--- src/rtl/md_pkg.sv ---
// Shared definitions for the EX-stage multiply/divide unit: op codes,
// forwarding selects, FSM states and small op-decode helpers.
package md_pkg;

  localparam logic [3:0] MD_NOP   = 4'd0;
  localparam logic [3:0] MD_MULT  = 4'd1;
  localparam logic [3:0] MD_MULTU = 4'd2;
  localparam logic [3:0] MD_DIV   = 4'd3;
  localparam logic [3:0] MD_DIVU  = 4'd4;
  localparam logic [3:0] MD_MFHI  = 4'd5;
  localparam logic [3:0] MD_MFLO  = 4'd6;
  localparam logic [3:0] MD_MTHI  = 4'd7;
  localparam logic [3:0] MD_MTLO  = 4'd8;

  localparam logic [1:0] FWD_REG = 2'b00;
  localparam logic [1:0] FWD_WB  = 2'b01;
  localparam logic [1:0] FWD_MEM = 2'b10;

  typedef enum logic [1:0] {
    ST_IDLE = 2'd0,
    ST_RUN  = 2'd1,
    ST_FIX  = 2'd2
  } md_state_e;

  // Ops that launch the iterative core.
  function automatic logic is_start_op(input logic [3:0] op);
    return (op >= MD_MULT) && (op <= MD_DIVU);
  endfunction

  // Any op that needs the unit (and therefore must wait while it is busy).
  function automatic logic is_md_op(input logic [3:0] op);
    return (op >= MD_MULT) && (op <= MD_MTLO);
  endfunction

  function automatic logic is_signed_op(input logic [3:0] op);
    return (op == MD_MULT) || (op == MD_DIV);
  endfunction

  function automatic logic is_div_op(input logic [3:0] op);
    return (op == MD_DIV) || (op == MD_DIVU);
  endfunction

endpackage

--- src/rtl/md_iter_core.sv ---
// Unsigned iterative multiply/divide datapath. One bit per cycle for WIDTH
// cycles: right-shift shift-add multiply, or restoring division. The upper
// half of the accumulator holds HI (product high / remainder), the lower half
// holds LO (product low / quotient).
module md_iter_core
  import md_pkg::*;
#(
  parameter int WIDTH = 32
) (
  input  logic             clk,
  input  logic             reset,
  input  logic             start,
  input  logic             kill,
  input  logic [3:0]       op,
  input  logic [WIDTH-1:0] a_mag,
  input  logic [WIDTH-1:0] b_mag,
  output logic             done,
  output logic [WIDTH-1:0] raw_hi,
  output logic [WIDTH-1:0] raw_lo
);

  localparam int CW = (WIDTH > 1) ? $clog2(WIDTH) : 1;
  localparam logic [CW-1:0] LAST = CW'(WIDTH - 1);

  logic [2*WIDTH-1:0] acc_q, acc_d;
  logic [WIDTH-1:0]   opnd_q, opnd_d;
  logic [CW-1:0]      cnt_q, cnt_d;
  logic               active_q, active_d;
  logic               div_q, div_d;

  logic [WIDTH:0]     mul_sum;
  logic [WIDTH:0]     div_shift;
  logic [WIDTH:0]     div_diff;

  // Iteration registers.
  always_ff @(posedge clk) begin
    if (reset) begin
      acc_q    <= '0;
      opnd_q   <= '0;
      cnt_q    <= '0;
      active_q <= 1'b0;
      div_q    <= 1'b0;
    end else begin
      acc_q    <= acc_d;
      opnd_q   <= opnd_d;
      cnt_q    <= cnt_d;
      active_q <= active_d;
      div_q    <= div_d;
    end
  end

  // Load on start, then one multiply or divide step per active cycle.
  always_comb begin
    acc_d    = acc_q;
    opnd_d   = opnd_q;
    cnt_d    = cnt_q;
    active_d = active_q;
    div_d    = div_q;

    mul_sum   = {1'b0, acc_q[2*WIDTH-1:WIDTH]} + (acc_q[0] ? {1'b0, opnd_q} : '0);
    div_shift = {acc_q[2*WIDTH-1:WIDTH], acc_q[WIDTH-1]};
    div_diff  = div_shift - {1'b0, opnd_q};

    if (kill) begin
      active_d = 1'b0;
      cnt_d    = '0;
    end else if (start) begin
      active_d = 1'b1;
      cnt_d    = '0;
      div_d    = is_div_op(op);
      if (is_div_op(op)) begin
        acc_d  = {{WIDTH{1'b0}}, a_mag};
        opnd_d = b_mag;
      end else begin
        acc_d  = {{WIDTH{1'b0}}, b_mag};
        opnd_d = a_mag;
      end
    end else if (active_q) begin
      if (div_q) begin
        // Restoring step: keep the trial difference only if it did not borrow.
        if (!div_diff[WIDTH]) acc_d = {div_diff[WIDTH-1:0], acc_q[WIDTH-2:0], 1'b1};
        else                  acc_d = {div_shift[WIDTH-1:0], acc_q[WIDTH-2:0], 1'b0};
      end else begin
        acc_d = {mul_sum, acc_q[WIDTH-1:1]};
      end
      if (cnt_q == LAST) begin
        active_d = 1'b0;
        cnt_d    = '0;
      end else begin
        cnt_d = cnt_q + CW'(1);
      end
    end
  end

  assign done   = active_q && (cnt_q == LAST);
  assign raw_hi = acc_q[2*WIDTH-1:WIDTH];
  assign raw_lo = acc_q[WIDTH-1:0];

endmodule

--- src/rtl/ex_muldiv_stage.sv ---
// EX-stage multiply/divide unit: operand forwarding, IDLE/RUN/FIX control,
// sign correction, HI/LO registers and the stall request to hazard control.
// Handshake: an op in md_op is consumed at a rising edge only when stall=0
// and flush=0; while stall=1 the issuing stages hold md_op and operands.
module ex_muldiv_stage
  import md_pkg::*;
#(
  parameter int WIDTH = 32
) (
  input  logic             clk,
  input  logic             reset,
  input  logic [WIDTH-1:0] read_data1,
  input  logic [WIDTH-1:0] read_data2,
  input  logic [WIDTH-1:0] mem_fwd,
  input  logic [WIDTH-1:0] wb_fwd,
  input  logic [1:0]       forward_a,
  input  logic [1:0]       forward_b,
  input  logic [3:0]       md_op,
  input  logic             flush,
  output logic             stall,
  output logic             busy,
  output logic [WIDTH-1:0] md_result,
  output logic [WIDTH-1:0] hi,
  output logic [WIDTH-1:0] lo
);

  md_state_e state_q, state_d;

  logic [WIDTH-1:0] hi_q, hi_d, lo_q, lo_d;
  logic [WIDTH-1:0] a_raw_q, a_raw_d;
  logic             prod_neg_q, prod_neg_d;
  logic             rem_neg_q, rem_neg_d;
  logic             div_q, div_d;
  logic             dz_q, dz_d;

  logic [WIDTH-1:0]   op_a, op_b, a_mag, b_mag, raw_hi, raw_lo;
  logic [2*WIDTH-1:0] prod_fix;
  logic               a_neg, b_neg, accept, core_done, core_kill;

  // Forwarding muxes; code 11 falls back to the register file.
  always_comb begin
    case (forward_a)
      FWD_WB:  op_a = wb_fwd;
      FWD_MEM: op_a = mem_fwd;
      default: op_a = read_data1;
    endcase
    case (forward_b)
      FWD_WB:  op_b = wb_fwd;
      FWD_MEM: op_b = mem_fwd;
      default: op_b = read_data2;
    endcase
  end

  assign a_neg     = is_signed_op(md_op) && op_a[WIDTH-1];
  assign b_neg     = is_signed_op(md_op) && op_b[WIDTH-1];
  assign a_mag     = a_neg ? -op_a : op_a;
  assign b_mag     = b_neg ? -op_b : op_b;
  assign accept    = (state_q == ST_IDLE) && !flush && is_start_op(md_op);
  // A divide by zero only needs one RUN cycle, so the core is stopped there.
  assign core_kill = flush || ((state_q == ST_RUN) && dz_q);

  md_iter_core #(.WIDTH(WIDTH)) u_core (
    .clk    (clk),
    .reset  (reset),
    .start  (accept),
    .kill   (core_kill),
    .op     (md_op),
    .a_mag  (a_mag),
    .b_mag  (b_mag),
    .done   (core_done),
    .raw_hi (raw_hi),
    .raw_lo (raw_lo)
  );

  // State register plus HI/LO and the per-op sign/bookkeeping flags.
  always_ff @(posedge clk) begin
    if (reset) begin
      state_q    <= ST_IDLE;
      hi_q       <= '0;
      lo_q       <= '0;
      a_raw_q    <= '0;
      prod_neg_q <= 1'b0;
      rem_neg_q  <= 1'b0;
      div_q      <= 1'b0;
      dz_q       <= 1'b0;
    end else begin
      state_q    <= state_d;
      hi_q       <= hi_d;
      lo_q       <= lo_d;
      a_raw_q    <= a_raw_d;
      prod_neg_q <= prod_neg_d;
      rem_neg_q  <= rem_neg_d;
      div_q      <= div_d;
      dz_q       <= dz_d;
    end
  end

  // Next-state: IDLE -> RUN on accept, RUN -> FIX after the last step
  // (or straight away for divide by zero), FIX -> IDLE; flush aborts.
  always_comb begin
    state_d = state_q;
    case (state_q)
      ST_IDLE: if (accept) state_d = ST_RUN;
      ST_RUN: begin
        if (flush)                  state_d = ST_IDLE;
        else if (dz_q || core_done) state_d = ST_FIX;
      end
      ST_FIX:  state_d = ST_IDLE;
      default: state_d = ST_IDLE;
    endcase
  end

  // Latch op flags at accept; write HI/LO from MTHI/MTLO or from the FIX cycle.
  always_comb begin
    hi_d       = hi_q;
    lo_d       = lo_q;
    a_raw_d    = a_raw_q;
    prod_neg_d = prod_neg_q;
    rem_neg_d  = rem_neg_q;
    div_d      = div_q;
    dz_d       = dz_q;
    prod_fix   = prod_neg_q ? -{raw_hi, raw_lo} : {raw_hi, raw_lo};

    if (accept) begin
      a_raw_d    = op_a;
      prod_neg_d = a_neg ^ b_neg;
      rem_neg_d  = a_neg;
      div_d      = is_div_op(md_op);
      dz_d       = is_div_op(md_op) && (op_b == '0);
    end

    if ((state_q == ST_IDLE) && !flush) begin
      if (md_op == MD_MTHI) hi_d = op_a;
      if (md_op == MD_MTLO) lo_d = op_a;
    end

    if ((state_q == ST_FIX) && !flush) begin
      if (div_q && dz_q) begin
        hi_d = a_raw_q;
        lo_d = '1;
      end else if (div_q) begin
        hi_d = rem_neg_q  ? -raw_hi : raw_hi;
        lo_d = prod_neg_q ? -raw_lo : raw_lo;
      end else begin
        hi_d = prod_fix[2*WIDTH-1:WIDTH];
        lo_d = prod_fix[WIDTH-1:0];
      end
    end
  end

  // Outputs: busy covers RUN and FIX; MFHI/MFLO read the registers directly.
  always_comb begin
    busy      = (state_q != ST_IDLE);
    stall     = busy && is_md_op(md_op) && !flush;
    md_result = '0;
    if (!busy) begin
      if (md_op == MD_MFHI) md_result = hi_q;
      if (md_op == MD_MFLO) md_result = lo_q;
    end
  end

  assign hi = hi_q;
  assign lo = lo_q;

endmodule
--- config.mk ---
export PLATFORM = sky130hd
export DESIGN_NAME = ex_muldiv_stage
export DESIGN_NICKNAME = d
export VERILOG_FILES = /design/src/rtl/md_pkg.sv /design/src/rtl/md_iter_core.sv /design/src/rtl/ex_muldiv_stage.sv
export SDC_FILE = /design/constraint.sdc
export NUM_CORES = 1
export LEC_CHECK = 0
export BUFFER_PORTS_ARGS = -buffer_cell sky130_fd_sc_hd__buf_2
export CELL_PAD_IN_SITES_DETAIL_PLACEMENT = 1
export CELL_PAD_IN_SITES_GLOBAL_PLACEMENT = 1
export CORE_MARGIN = 5
export CORE_UTILIZATION = 43
export DETAILED_ROUTE_END_ITERATION = 7
export PLACE_DENSITY_LB_ADDON = 0.2
export SLEW_MARGIN = 30
export SYNTH_ARGS = -nofsm -noshare
export SYNTH_HDL_FRONTEND = slang
export SYNTH_SLANG_ARGS = --single-unit
--- constraint.sdc ---
create_clock -name clk -period 4.7 [get_ports clk]
set_input_delay 0.235 -clock clk [delete_from_list [all_inputs] [get_ports clk]]
set_output_delay 0.235 -clock clk [all_outputs]
set_load 0.02 [all_outputs]
# Word-level counts from Yosys, hierarchy flattened

Index checks and enable logic that the tools add are counted.

Bits in registers: 205
Input port bits: 139
Output and inout port bits: 98

Add/sub/neg operators: 8
$lt $le $gt $ge: 3
Equal/unequal tests: 16
Mux-type cells: 35
Bitwise operators: 2
Reduce and logical (&&, ||, !) cells: 32

Operators by type and width:

| operator              | number |
|---|---|
| $mux W32              | 20 |
| $mux W64              | 5 |
| $neg A32 Y32          | 4 |
| $pmux W32 S2          | 2 |
| $neg A64 Y64          | 1 |
| $add A32 B33 Y33      | 1 |
| $sub A33 B32 Y33      | 1 |
| $logic_not A32 Y1     | 1 |
| $eq A4 B3 Y1 const B  | 4 |
| $logic_and A1 B1 Y1   | 13 |
| $reduce_and A2 Y1     | 5 |
| $reduce_bool A2 Y1    | 5 |
| $eq A2 B1 Y1 const B  | 3 |
| $eq A2 B2 Y1 const B  | 3 |
| $mux W2               | 3 |
| $add A5 B1 Y5 const B | 1 |
| $eq A5 B5 Y1 const B  | 1 |
| $mux W5               | 1 |
| $eq A4 B1 Y1 const B  | 1 |
| $eq A4 B2 Y1 const B  | 1 |
| $eq A4 B4 Y1 const B  | 1 |
| $ge A4 B1 Y1 const B  | 1 |
| $le A4 B3 Y1 const B  | 1 |
| $le A4 B4 Y1 const B  | 1 |
| other kinds (11)      | 16 |

# Depth between registers and ports, before layout

Gate-level depths: netlist of run 1.

Word-level depth: 6
Depth in mapped cells: 16
Depth with buffers taken out: 13

# By module

A second synthesis of run 1 with hierarchy kept.

Cells, all modules: 2476
Area, all modules: 18347.6 um2

By module, submodules not included:

| module          | instances | cells each | area an instance (um2) |
|---|---|---|---|
| ex_muldiv_stage | 1         | 1297       | 9223.8 |
| md_iter_core    | 1         | 1179       | 9123.8 |

# Least setup slack after synthesis of run 1

OpenSTA, ideal clock, no wires.

Path kind: register to register
From: register u_core.acc_q[0]
To: register hi_q[24], in the netlist hi[24]
Library setup time: 132 ps
Arrival time: 3294 ps
Data required time: 4568 ps
Setup slack: 1274 ps
Stages on the path, launching flop included: 14
Buffers on the path: 2
Path through: dfxtp_1 inv_1 clkbuf_1 ha_1 or3b_2 or4_1 or4_1 buf_2 o21ai_4 a21boi_2 xor2_1 nor2_1 a211oi_2 nor3_1

Word-level cells in the longest chain between the ends: 5

Ends and longest elaborated chain:

| item                   | RTL line               | RTL |
|---|---|---|
| from (decl)            | md_iter_core.sv:25     | `logic [2*WIDTH-1:0] acc_q, acc_d;` |
| from (signal assigned) | md_iter_core.sv:38     | `acc_q <= '0;` |
| from (signal assigned) | md_iter_core.sv:44     | `acc_q <= acc_d;` |
| $neg A64 Y64           | ex_muldiv_stage.sv:122 | `prod_fix = prod_neg_q ? -{raw_hi, raw_lo} : {raw_hi, raw_lo};` |
| $mux W64               | ex_muldiv_stage.sv:122 |  |
| $mux W32               | ex_muldiv_stage.sv:141 | `end else if (div_q) begin` |
| $mux W32               | ex_muldiv_stage.sv:138 | `if (div_q && dz_q) begin` |
| $mux W32               | ex_muldiv_stage.sv:137 | `if ((state_q == ST_FIX) && !flush) begin` |
| to (signal assigned)   | ex_muldiv_stage.sv:88  | `hi_q <= hi_d;` |
| to (decl)              | ex_muldiv_stage.sv:29  | `logic [WIDTH-1:0] hi_q, hi_d, lo_q, lo_d;` |

No other way between the ends.
A chain may end at the register's enable or synchronous reset.

# Worst setup path after layout of run 1

From: register u_core.acc_q[31]
To: register u_core.acc_q[53]

Word-level cells in the longest chain between the ends: 5

Ends and longest elaborated chain:

| item             | RTL line           | RTL |
|---|---|---|
| $sub A33 B32 Y33 | md_iter_core.sv:62 | `div_diff = div_shift - {1'b0, opnd_q};` |
| $mux W64         | md_iter_core.sv:81 | `if (!div_diff[WIDTH]) acc_d = {div_diff[WIDTH-1:0], acc_q[WIDTH-2:0], 1'b1};` |
| $mux W64         | md_iter_core.sv:79 | `if (div_q) begin` |
| $mux W64         | md_iter_core.sv:78 | `end else if (active_q) begin` |
| $mux W64         | md_iter_core.sv:67 | `end else if (start) begin` |

No other way between the ends. The select of a mux whose other input is x is not followed.

==> summary.md, run 1 <==
| Metric | Value |
|---|---|
| Status | `complete, no violations` |
| Final Hold Fails | `0` |
| RSZ-0062 raised after global routing | `false` |
| Pins Over Slew Limit | `0` |
| Number of remaining DRC errors | `0` |
| Clock Skew | `12.7 ps` |
| Main combinational cell family by area after synthesis | `compound AO/OA/AOI/OAI gates` |
| Synth Area in Compound Gates | `33.4%` |
| Worst rel slew slack | `32.4%` |
| Initial Util | `43.3%` |
| Simple logic cell fraction of the synthesized area | `20.2%` |
| Largest net degree at the start of global routing | `92` |
| Clk_lat worst skew | `550 ps` |
| Yosys warning count | `0` |
| Multi-input logic area | `12,600 sq um` |
| Clk pin slew, worst setup/hold paths | `60 ps` |
| CTS HTree Levels | `1` |
| Required @ worst endpoint | `5100 ps` |
| Per-cell routed wire length | `26.7 um` |
| Antenna cells | `0` |
| Nets | `2,803` |
| Vias | `20,400` |
| Fmax | `233 MHz` |
| Tot GR Track Use | `35.2%` |
| Fin crit share | `91.3%` |
| Setup tns final | `0 ps` |
| Worst EP arrival | `4690 ps` |
| Post-synth top area cell | `dfxtp_1` |
| Rows | `74` |
| Number of global-route vias before repair | `20,200` |
| Cell Pwr Density | `274 nW/um^2` |
| Final design utilization | `49.8%` |
| Post-synthesis sequential area ratio | `23.3%` |
| Synthesis-stage register bit count | `205` |
| Clock buffer depth | `3` |
| Ports | `237` |
| Area Overhead vs Synth | `14.8%` |
| Leakage | `8.20 nW` |
| Storage cell area | `4110 sq um` |
| I/O Buffers | `236` |
| Final wirelength | `83,600 um` |
| Setup bufs post-CTS | `0` |
| Post-synthesis xor/xnor area fraction | `8.85%` |
| CTS tree | `done` |
| Die H | `212 um` |
| Initial DRC count | `1,946` |
| TritonCTS buffer count | `25` |
| Via density | `6.51` |
| Mux contribution to synthesized area | `3.25%` |
| CP max FO | `20` |
| EDFF count, synth | `0` |
| Post-Synth Adder-Cell Area | `5.48%` |
| Synth top area cells | `dfxtp_1 (23%), a21oi_1 (7.1%), nor2_1 (5.7%)` |
| Final worst path period need | `4290 ps` |
| Initial antenna violation count | `1` |
| Post-Synthesis Cells | `2,438` |
| Worst VDD drop | `0.000247 V` |
| Max Cap Viol | `0` |
| Syn_area_per_cell | `7.22 sq um` |
| TritonCTS Sinks | `205` |
| Post-Syn Area | `17,600 sq um` |
| Ys flop type | `dfxtp_1` |
| Gr ovfl total | `0` |
| Syn nets | `2,653` |
| Post-synth top area share | `23.3%` |
| Clk Tree Root Cell | `clkbuf_16` |
| Hold Path Class | `input pin to flop` |
| DRT Pass-1 Iters | `8` |
| Setup violations, final | `0` |
| Dpl hpwl | `64,700 um` |
| Yosys cell types | `80` |
| Slew @ Worst Pin | `1010 ps` |
| DRT antenna net count | `0` |
| Layout cells sized above 1 | `15.4%` |
| Die Wd | `212 um` |
| Die area | `45,100 sq um` |
| Startpoint types | `flop` |
| Async SR Flop Fraction | `0%` |
| Core Region | `40,600 sq um` |
| Critical path class | `flop to flop` |
| GPL Wtd Cong | `0.976` |
| Layout fillers | `5,199` |
| First-pass GRT wire length | `124,000 um` |
| Endpoint class of the critical path | `flop` |
[cells by family after synthesis]
family                     after synthesis
adders and majority gates               76
muxes                                   57
buffers and inverters                  250
and+or+nand+nor                        771
xor gates and xnor gates               178
DFF                                    205
AOI/OAI and AO/OA                      901
[where the power goes]
group	total (mW)	leakage [nW]	switching, mW	internal [mW]
clock	2.05	0.407	0.832	1.21
sequential	1.86	1.66	0.0697	1.79
combinational	1.63	6.14	1.08	0.556
total	5.54	8.20	1.98	3.56
[final timing paths]
path	slack, ps	cells past startpoint	end	startpoint
hold reg to reg	460	2	u_core.opnd_q[7]$_SDFFE_PP0P_	u_core.opnd_q[7]$_SDFFE_PP0P_
hold / removal	90	2	state_q[1]$_SDFFE_PP0P_	flush
setup reg to reg	410	13	u_core.acc_q[53]$_SDFFE_PP0P_	u_core.acc_q[31]$_SDFFE_PP0P_
setup / recovery	410	13	u_core.acc_q[53]$_SDFFE_PP0P_	u_core.acc_q[31]$_SDFFE_PP0P_
[routing by layer]
layer / wire [um] / vias to the layer above / track usage [%]
met5: 13 / - / 0
met4: 4040 / 2 / 14.4
met3: 8010 / 191 / 6.68
met2: 37100 / 1014 / 55.5
met1: 34500 / 9968 / 47.6
li1: - / 9244 / -
[final cells by class]
type | count | area share [%]
inverter | 64 | 1.19
clock buffer | 33 | 3.49
clock inverter | 10 | 0.674
tap | 532 | 3.29
multi-input combinational | 1983 | 62.5
timing repair buffer | 309 | 8.58
sequential | 205 | 20.3
[placed cells by master, fill, tap and decap left out, drive strengths merged, types with 9 or more instances in the layout]
cell	count
a211oi	37
a21o	40
a21oi	250
a221o	42
a221oi	33
a22o	9
a22oi	83
a31oi	23
and2	15
and3	22
buf	309
clkbuf	33
dfxtp	205
ha	74
inv	65
mux2i	55
nand2	236
nand2b	29
nand3	28
nand4	12
nor2	269
nor2b	18
nor3	45
nor4	25
o211ai	51
o21a	14
o21ai	201
o22ai	17
o31ai	25
or2	10
or3	24
or4	14
xnor2	107
xor2	71
[sequential cells by signal (all words and copies together), names as in the netlist]
name             flops
prod_neg_q           1
lo                  32
hi                  32
rem_neg_q            1
state_q              2
a_raw_q             32
u_core.div_q         1
u_core.opnd_q       32
u_core.acc_q        64
div_q                1
u_core.cnt_q         5
dz_q                 1
u_core.active_q      1
[synthesized netlist by cell type (7+ instances only)]
master    number
o31ai_1       24
nor4_1        24
a31oi_1       23
and4_1         7
or3_1         24
o41ai_1        8
xnor2_1      107
nor3b_1        8
a211oi_1      36
and3_1        22
o221ai_1       8
mux2i_1       55
buf_2         17
nand2_1      236
nand4_1       12
a21o_1        40
nand3_1       28
o21a_1        14
nor2_1       269
or2_2         10
ha_1          74
xor2_1        71
a21oi_1      250
o21ai_1       20
nand2b_1      29
o211ai_1      51
and2_1        15
or4_1         12
a221oi_1      33
inv_1         63
a22oi_1       83
nor3_1        44
o22ai_1       17
o21ai_0      178
nor2b_1       18
a22o_1         9
buf_1         16
a221o_1       42
clkbuf_1     151
dfxtp_1      205
[worst max-delay path, stage by stage (launching register included)]
cell and delay, ps:
dfxtp_1 520, inv_1 110, ha_1 250, fa_1 400, nand2b_1 180, a21oi_1 230, o21ai_0 300, a211oi_2 460
o21ai_1 360, xor2_2 550, buf_4 370, nor2_1 90, a211oi_1 230, a211oi_1 90
[stage by stage]
stage	power, mW	instances	area, sq um	worst slack, ps	hold slack (ps)
after global routing	5.72	3136	20200	222	113
after global placement	3.43	3093	19300	251	443
final	5.54	3136	20200	411	93.6
after detailed placement	3.46	3093	19400	217	449
after CTS	5.49	3136	20200	177	78.5
after floorplan	2.87	2438	17600	1270	423
[timing repair]
item                       in CTS  in global routing
gates resized for setup         0                  2
hold buffers                    0                  0
setup endpoints to repair       0                  3
Power figures use the tool's default switching activity.
==> run 2: changes to the inputs <==
--- a/config.mk
+++ b/config.mk
@@ -12,6 +12,7 @@
 export CORE_UTILIZATION = 43
 export DETAILED_ROUTE_END_ITERATION = 7
 export PLACE_DENSITY_LB_ADDON = 0.2
+export RECOVER_POWER = 25
 export SLEW_MARGIN = 30
 export SYNTH_ARGS = -nofsm -noshare
 export SYNTH_HDL_FRONTEND = slang
==> summary.md, run 2 (synthesis results as in run 1) <==
| Metric | Value |
|---|---|
| Die H | `212 um` |
| Critical path cell sequence | `inv_1 > ha_1 > fa_1 > nand2b_1 > a21oi_1 > o21ai_0 > a211oi_2 > o21ai_1 > xor2_2 > buf_4 > nor2_1 > a211oi_1 > a211oi_1` |
| Nets | `2,803` |
| Via density | `6.52` |
| Setup violations, final | `0` |
| Clk Tree Root Cell | `clkbuf_16` |
| Register with the most flip-flops | `u_core.acc_q` |
| Most used cell, CP | `a211oi_1` |
| Clock Skew | `12.1 ps` |
| Layout fillers | `5,237` |
| Area Overhead vs Synth | `14.3%` |
| Cell family with most CP delay | `compound AO/OA/AOI/OAI gates` |
| DRT antenna net count | `0` |
| Met2 usage | `55.5%` |
| Initial DRC count | `1,915` |
| Clock buffer depth | `3` |
| Tot GR Track Use | `35.2%` |
| Max Cap Viol | `0` |
| DRT Pass-1 Iters | `5` |
| Grt met3 use | `6.68%` |
| Grt peak-use layer | `met2` |
| RSZ-0062 raised after global routing | `false` |
| Slowest CP cell | `xor2_2` |
| Largest net degree at the start of global routing | `92` |
| Gr ovfl total | `0` |
| Ports | `237` |
| Leakage | `7.88 nW` |
| Fin crit share | `91.0%` |
| Endpoint class of the critical path | `flop` |
| Placed cells | `3,093` |
| Worst rel slew slack | `31.1%` |
| Critical path's largest stage delay | `550 ps` |
| Final worst path period need | `4280 ps` |
| Core Region | `40,600 sq um` |
| Layout cells sized above 1 | `12.6%` |
| Final wirelength | `83,700 um` |
| Number of flip-flops in the largest register | `64` |
| Fmax | `234 MHz` |
| Final Hold Fails | `0` |
| Number of remaining DRC errors | `0` |
| Dpl hpwl | `64,700 um` |
| Hold Path Class | `input pin to flop` |
| I/O Buffers | `236` |
| Per-cell routed wire length | `26.7 um` |
| Initial antenna violation count | `1` |
| Die Wd | `212 um` |
| Pins Over Slew Limit | `0` |
| Vias | `20,400` |
| Slew @ Worst Pin | `1030 ps` |
| Die area | `45,100 sq um` |
| TritonCTS Sinks | `205` |
| M1 GR Usage | `47.6%` |
| Buf/Inv on CP | `2` |
| First-pass GRT wire length | `124,000 um` |
| Startpoint types | `flop` |
| Rows | `74` |
| Commonest cells after routing, fill and taps aside | `nor2_1 (267), a21oi_1 (249), nand2_1 (234)` |
| Commonest non-fill, non-tap cell in the layout | `nor2_1` |
| Required @ worst endpoint | `5100 ps` |
| Worst EP arrival | `4680 ps` |
| CP max FO | `20` |
| Clk pin slew, worst setup/hold paths | `60 ps` |
| Final std cells w/o fill | `3,137` |
| Cell Pwr Density | `275 nW/um^2` |
| Final design utilization | `49.5%` |
| TritonCTS buffer count | `25` |
| Total Power Consumption | `5.53 mW` |
| CTS tree | `done` |
| Status | `complete, no violations` |
| Number of global-route vias before repair | `20,200` |
| Worst VDD drop | `0.000248 V` |
| CTS HTree Levels | `1` |
| Initial Util | `43.3%` |
| Clk_lat worst skew | `550 ps` |
| Critical path class | `flop to flop` |
| Setup tns final | `0 ps` |
| GPL Wtd Cong | `0.976` |
==> run 2: changes by cell type in the layout (fill, tap and decap cells not counted) <==
| cell | previous run | this run |
|---|---|---|
| buf_2 | 235 | 162 |
| diode_2 | 0 | 1 |
| clkbuf_1 | 3 | 76 |
==> run 2: worst paths after layout <==
path | start | to | slack, ps | cells past startpoint
worst max-delay path | u_core.acc_q[31]$_SDFFE_PP0P_ | u_core.acc_q[53]$_SDFFE_PP0P_ | 420 | 13
worst min-delay path | flush | state_q[1]$_SDFFE_PP0P_ | 90 | 2
worst max register to register | u_core.acc_q[31]$_SDFFE_PP0P_ | u_core.acc_q[53]$_SDFFE_PP0P_ | 420 | 13
worst min register to register | u_core.opnd_q[7]$_SDFFE_PP0P_ | u_core.opnd_q[7]$_SDFFE_PP0P_ | 460 | 2
==> run 2: cell type report <==
class	count	area, sq um	area share (%)
Timing Repair Buffer	309	1640	8.16
Clock buffer	33	706	3.50
Tap cell	532	666	3.31
Multi-Input combinational cell	1983	12600	62.8
Sequential cell	205	4110	20.4
Clock inverter	10	136	0.677
Inverter	64	240	1.19
Antenna cell	1	2.50	0.0124
==> run 2: through the flow <==
step                instance area [sq um]  setup slack (ps)  hold slack [ps]
floorplan                           17600              1270              423
global placement                    19300               251              443
detailed placement                  19400               217              449
CTS                                 20200               177             78.5
global route                        20100               222              113
finish                              20100               421             92.9
==> run 2: metal layers <==
| metal | part of all wire [%] | routed length, um |
|---|---|---|
| met5 | 0.016 | 13 |
| met4 | 4.8 | 4040 |
| met3 | 8.8 | 7390 |
| met2 | 44 | 37100 |
| met1 | 42 | 35200 |
==> run 2: worst reg2reg max path, cell delays in order (launching register included) <==
cell	delay [ps]
dfxtp_1	510
inv_1	120
ha_1	250
fa_1	400
nand2b_1	180
a21oi_1	230
o21ai_0	310
a211oi_2	460
o21ai_1	360
xor2_2	550
buf_4	370
nor2_1	90
a211oi_1	230
a211oi_1	90
==> run 2: repair_timing <==
item,4_1_cts,5_1_grt
hold buffers,0,0
gates resized for setup,0,2
buffers inserted,0,0
setup endpoints to repair,0,3
==> run 2: where the power goes <==
group          switching, mW  internal, mW  leakage, nW
clock network          0.829          1.21        0.407
logic                   1.08         0.554         5.82
registers             0.0698          1.79         1.66
==> run 3: changes to the inputs <==
--- a/config.mk
+++ b/config.mk
@@ -8,7 +8,6 @@
 export BUFFER_PORTS_ARGS = -buffer_cell sky130_fd_sc_hd__buf_2
 export CELL_PAD_IN_SITES_DETAIL_PLACEMENT = 1
 export CELL_PAD_IN_SITES_GLOBAL_PLACEMENT = 1
-export CORE_MARGIN = 5
 export CORE_UTILIZATION = 43
 export DETAILED_ROUTE_END_ITERATION = 7
 export PLACE_DENSITY_LB_ADDON = 0.2
==> summary.md, run 3 (synthesis results as in run 1) <==
| Metric | Value |
|---|---|
| TritonCTS Sinks | `205` |
| Cell Pwr Density | `286 nW/um^2` |
| Storage cell area | `4110 sq um` |
| RSZ-0062 raised after global routing | `false` |
| Clk pin slew, worst setup/hold paths | `70 ps` |
| Area Overhead vs Synth | `15.0%` |
| Initial antenna violation count | `2` |
| Leakage | `7.99 nW` |
| GPL Wtd Cong | `0.986` |
| Status | `finished, violations left` |
| Initial DRC count | `1,874` |
| CTS HTree Levels | `1` |
| R2r worst-path depth | `13` |
| Min-Delay Path Depth | `2` |
| Placed cells | `3,090` |
| CP max FO | `8` |
| Clock Skew | `16.0 ps` |
| Required @ worst endpoint | `5130 ps` |
| Startpoint types | `flop` |
| Dpl hpwl | `63,400 um` |
| Die Wd | `204 um` |
| Commonest non-fill, non-tap cell in the layout | `nor2_1` |
| Ports | `237` |
| Worst rel slew slack | `-25.7%` |
| Fmax | `238 MHz` |
| DRT Pass-1 Iters | `6` |
| Number of global-route vias before repair | `19,800` |
| Number of remaining DRC errors | `0` |
| I/O Buffers | `236` |
| Rows | `73` |
| Commonest cells after routing, fill and taps aside | `nor2_1 (267), a21oi_1 (249), nand2_1 (235)` |
| Post-CTS Hold Fix Bufs | `0` |
| Pins Over Slew Limit | `93` |
| Max Cap Viol | `3` |
| CTS tree | `done` |
| Setup violations, final | `0` |
| First-pass GRT wire length | `123,000 um` |
| Number of flip-flops in the largest register | `64` |
| TritonCTS buffer count | `26` |
| Nets | `2,808` |
| Clk Tree Root Cell | `clkbuf_16` |
| Failing checks | `capacitance limit, slew limit` |
| Layout fillers | `5,169` |
| Final wirelength | `82,900 um` |
| Per-cell routed wire length | `26.4 um` |
| Via density | `6.56` |
| Gr ovfl total | `0` |
| Initial Util | `43.9%` |
| Worst VDD drop | `0.000264 V` |
| Tot GR Track Use | `38.3%` |
| Final std cells w/o fill | `3,138` |
| Clock buffer depth | `3` |
| Fin crit share | `89.2%` |
| Largest net degree at the start of global routing | `82` |
| Core Region | `40,100 sq um` |
| Vias | `20,600` |
| Critical path class | `flop to flop` |
| Register with the most flip-flops | `u_core.acc_q` |
| Cts repair resizes | `0` |
| Multi-input logic area | `12,600 sq um` |
| Hold Path Class | `input pin to flop` |
| Slew @ Worst Pin | `1890 ps` |
| DRT antenna net count | `0` |
| Die H | `204 um` |
| Clk_lat worst skew | `550 ps` |
| Final Hold Fails | `0` |
| Worst EP arrival | `4630 ps` |
| Layout cells sized above 1 | `13.0%` |
| Setup bufs post-CTS | `0` |
| Final worst path period need | `4190 ps` |
| Antenna cells | `0` |
| Die area | `41,800 sq um` |
| Endpoint class of the critical path | `flop` |
| Setup tns final | `0 ps` |
[run 3: final timing paths]
check,startpoint,endpoint,slack [ps]
min,flush,state_q[1]$_SDFFE_PP0P_,140
min reg2reg,a_raw_q[8]$_SDFFE_PP0P_,a_raw_q[8]$_SDFFE_PP0P_,470
max,u_core.acc_q[31]$_SDFFE_PP0P_,u_core.acc_q[35]$_SDFFE_PP0P_,510
max reg2reg,u_core.acc_q[31]$_SDFFE_PP0P_,u_core.acc_q[35]$_SDFFE_PP0P_,510
[run 3: cell type report]
type	count	share of cell area (%)
timing repair buffer	313	8.28
inverter	64	1.19
clock inverter	17	1.39
tap	525	3.24
multi-input combinational	1983	62.2
sequential	205	20.3
clock buffer	31	3.45
[run 3: worst max-delay path: stages (launching register included)]
cell and delay (ps):
dfxtp_1 440, inv_1 110, ha_1 250, fa_1 410, nand2b_1 180, a21oi_1 200
o21ai_0 260, a211oi_1 520, o21ai_1 340, xnor2_2 600, buf_4 310, mux2i_1 210
a21oi_1 90, a21o_1 160
[run 3: metrics by stage]
step                      area (sq um)  total power, mW  hold slack [ps]  setup slack (ps)  util [%]
after floorplan                  17600             2.87              423              1270         -
after global placement           19400             3.43              443               788      48.3
after detailed placement         19400             3.46              451               684      48.3
after CTS                        20400             5.76              131               643      50.8
after global routing             20300             5.97              147               346      50.5
final                            20300             5.80              141               506      50.5
[run 3: per-layer routing]
metal	GRT usage (%)	vias up	wire length (um)	part of all wire (%)
li1	-	9274	-	-
met1	50.8	10200	35100	42
met2	60.7	982	37000	45
met3	7.17	158	7280	8.8
met4	15.4	2	3520	4.2
met5	0	-	13	0.016
[run 3: power breakdown]
part	switching (mW)	internal, mW
Sequential	0.0672	1.79
Clock	0.875	1.45
Combinational	1.07	0.552
Total	2.01	3.79
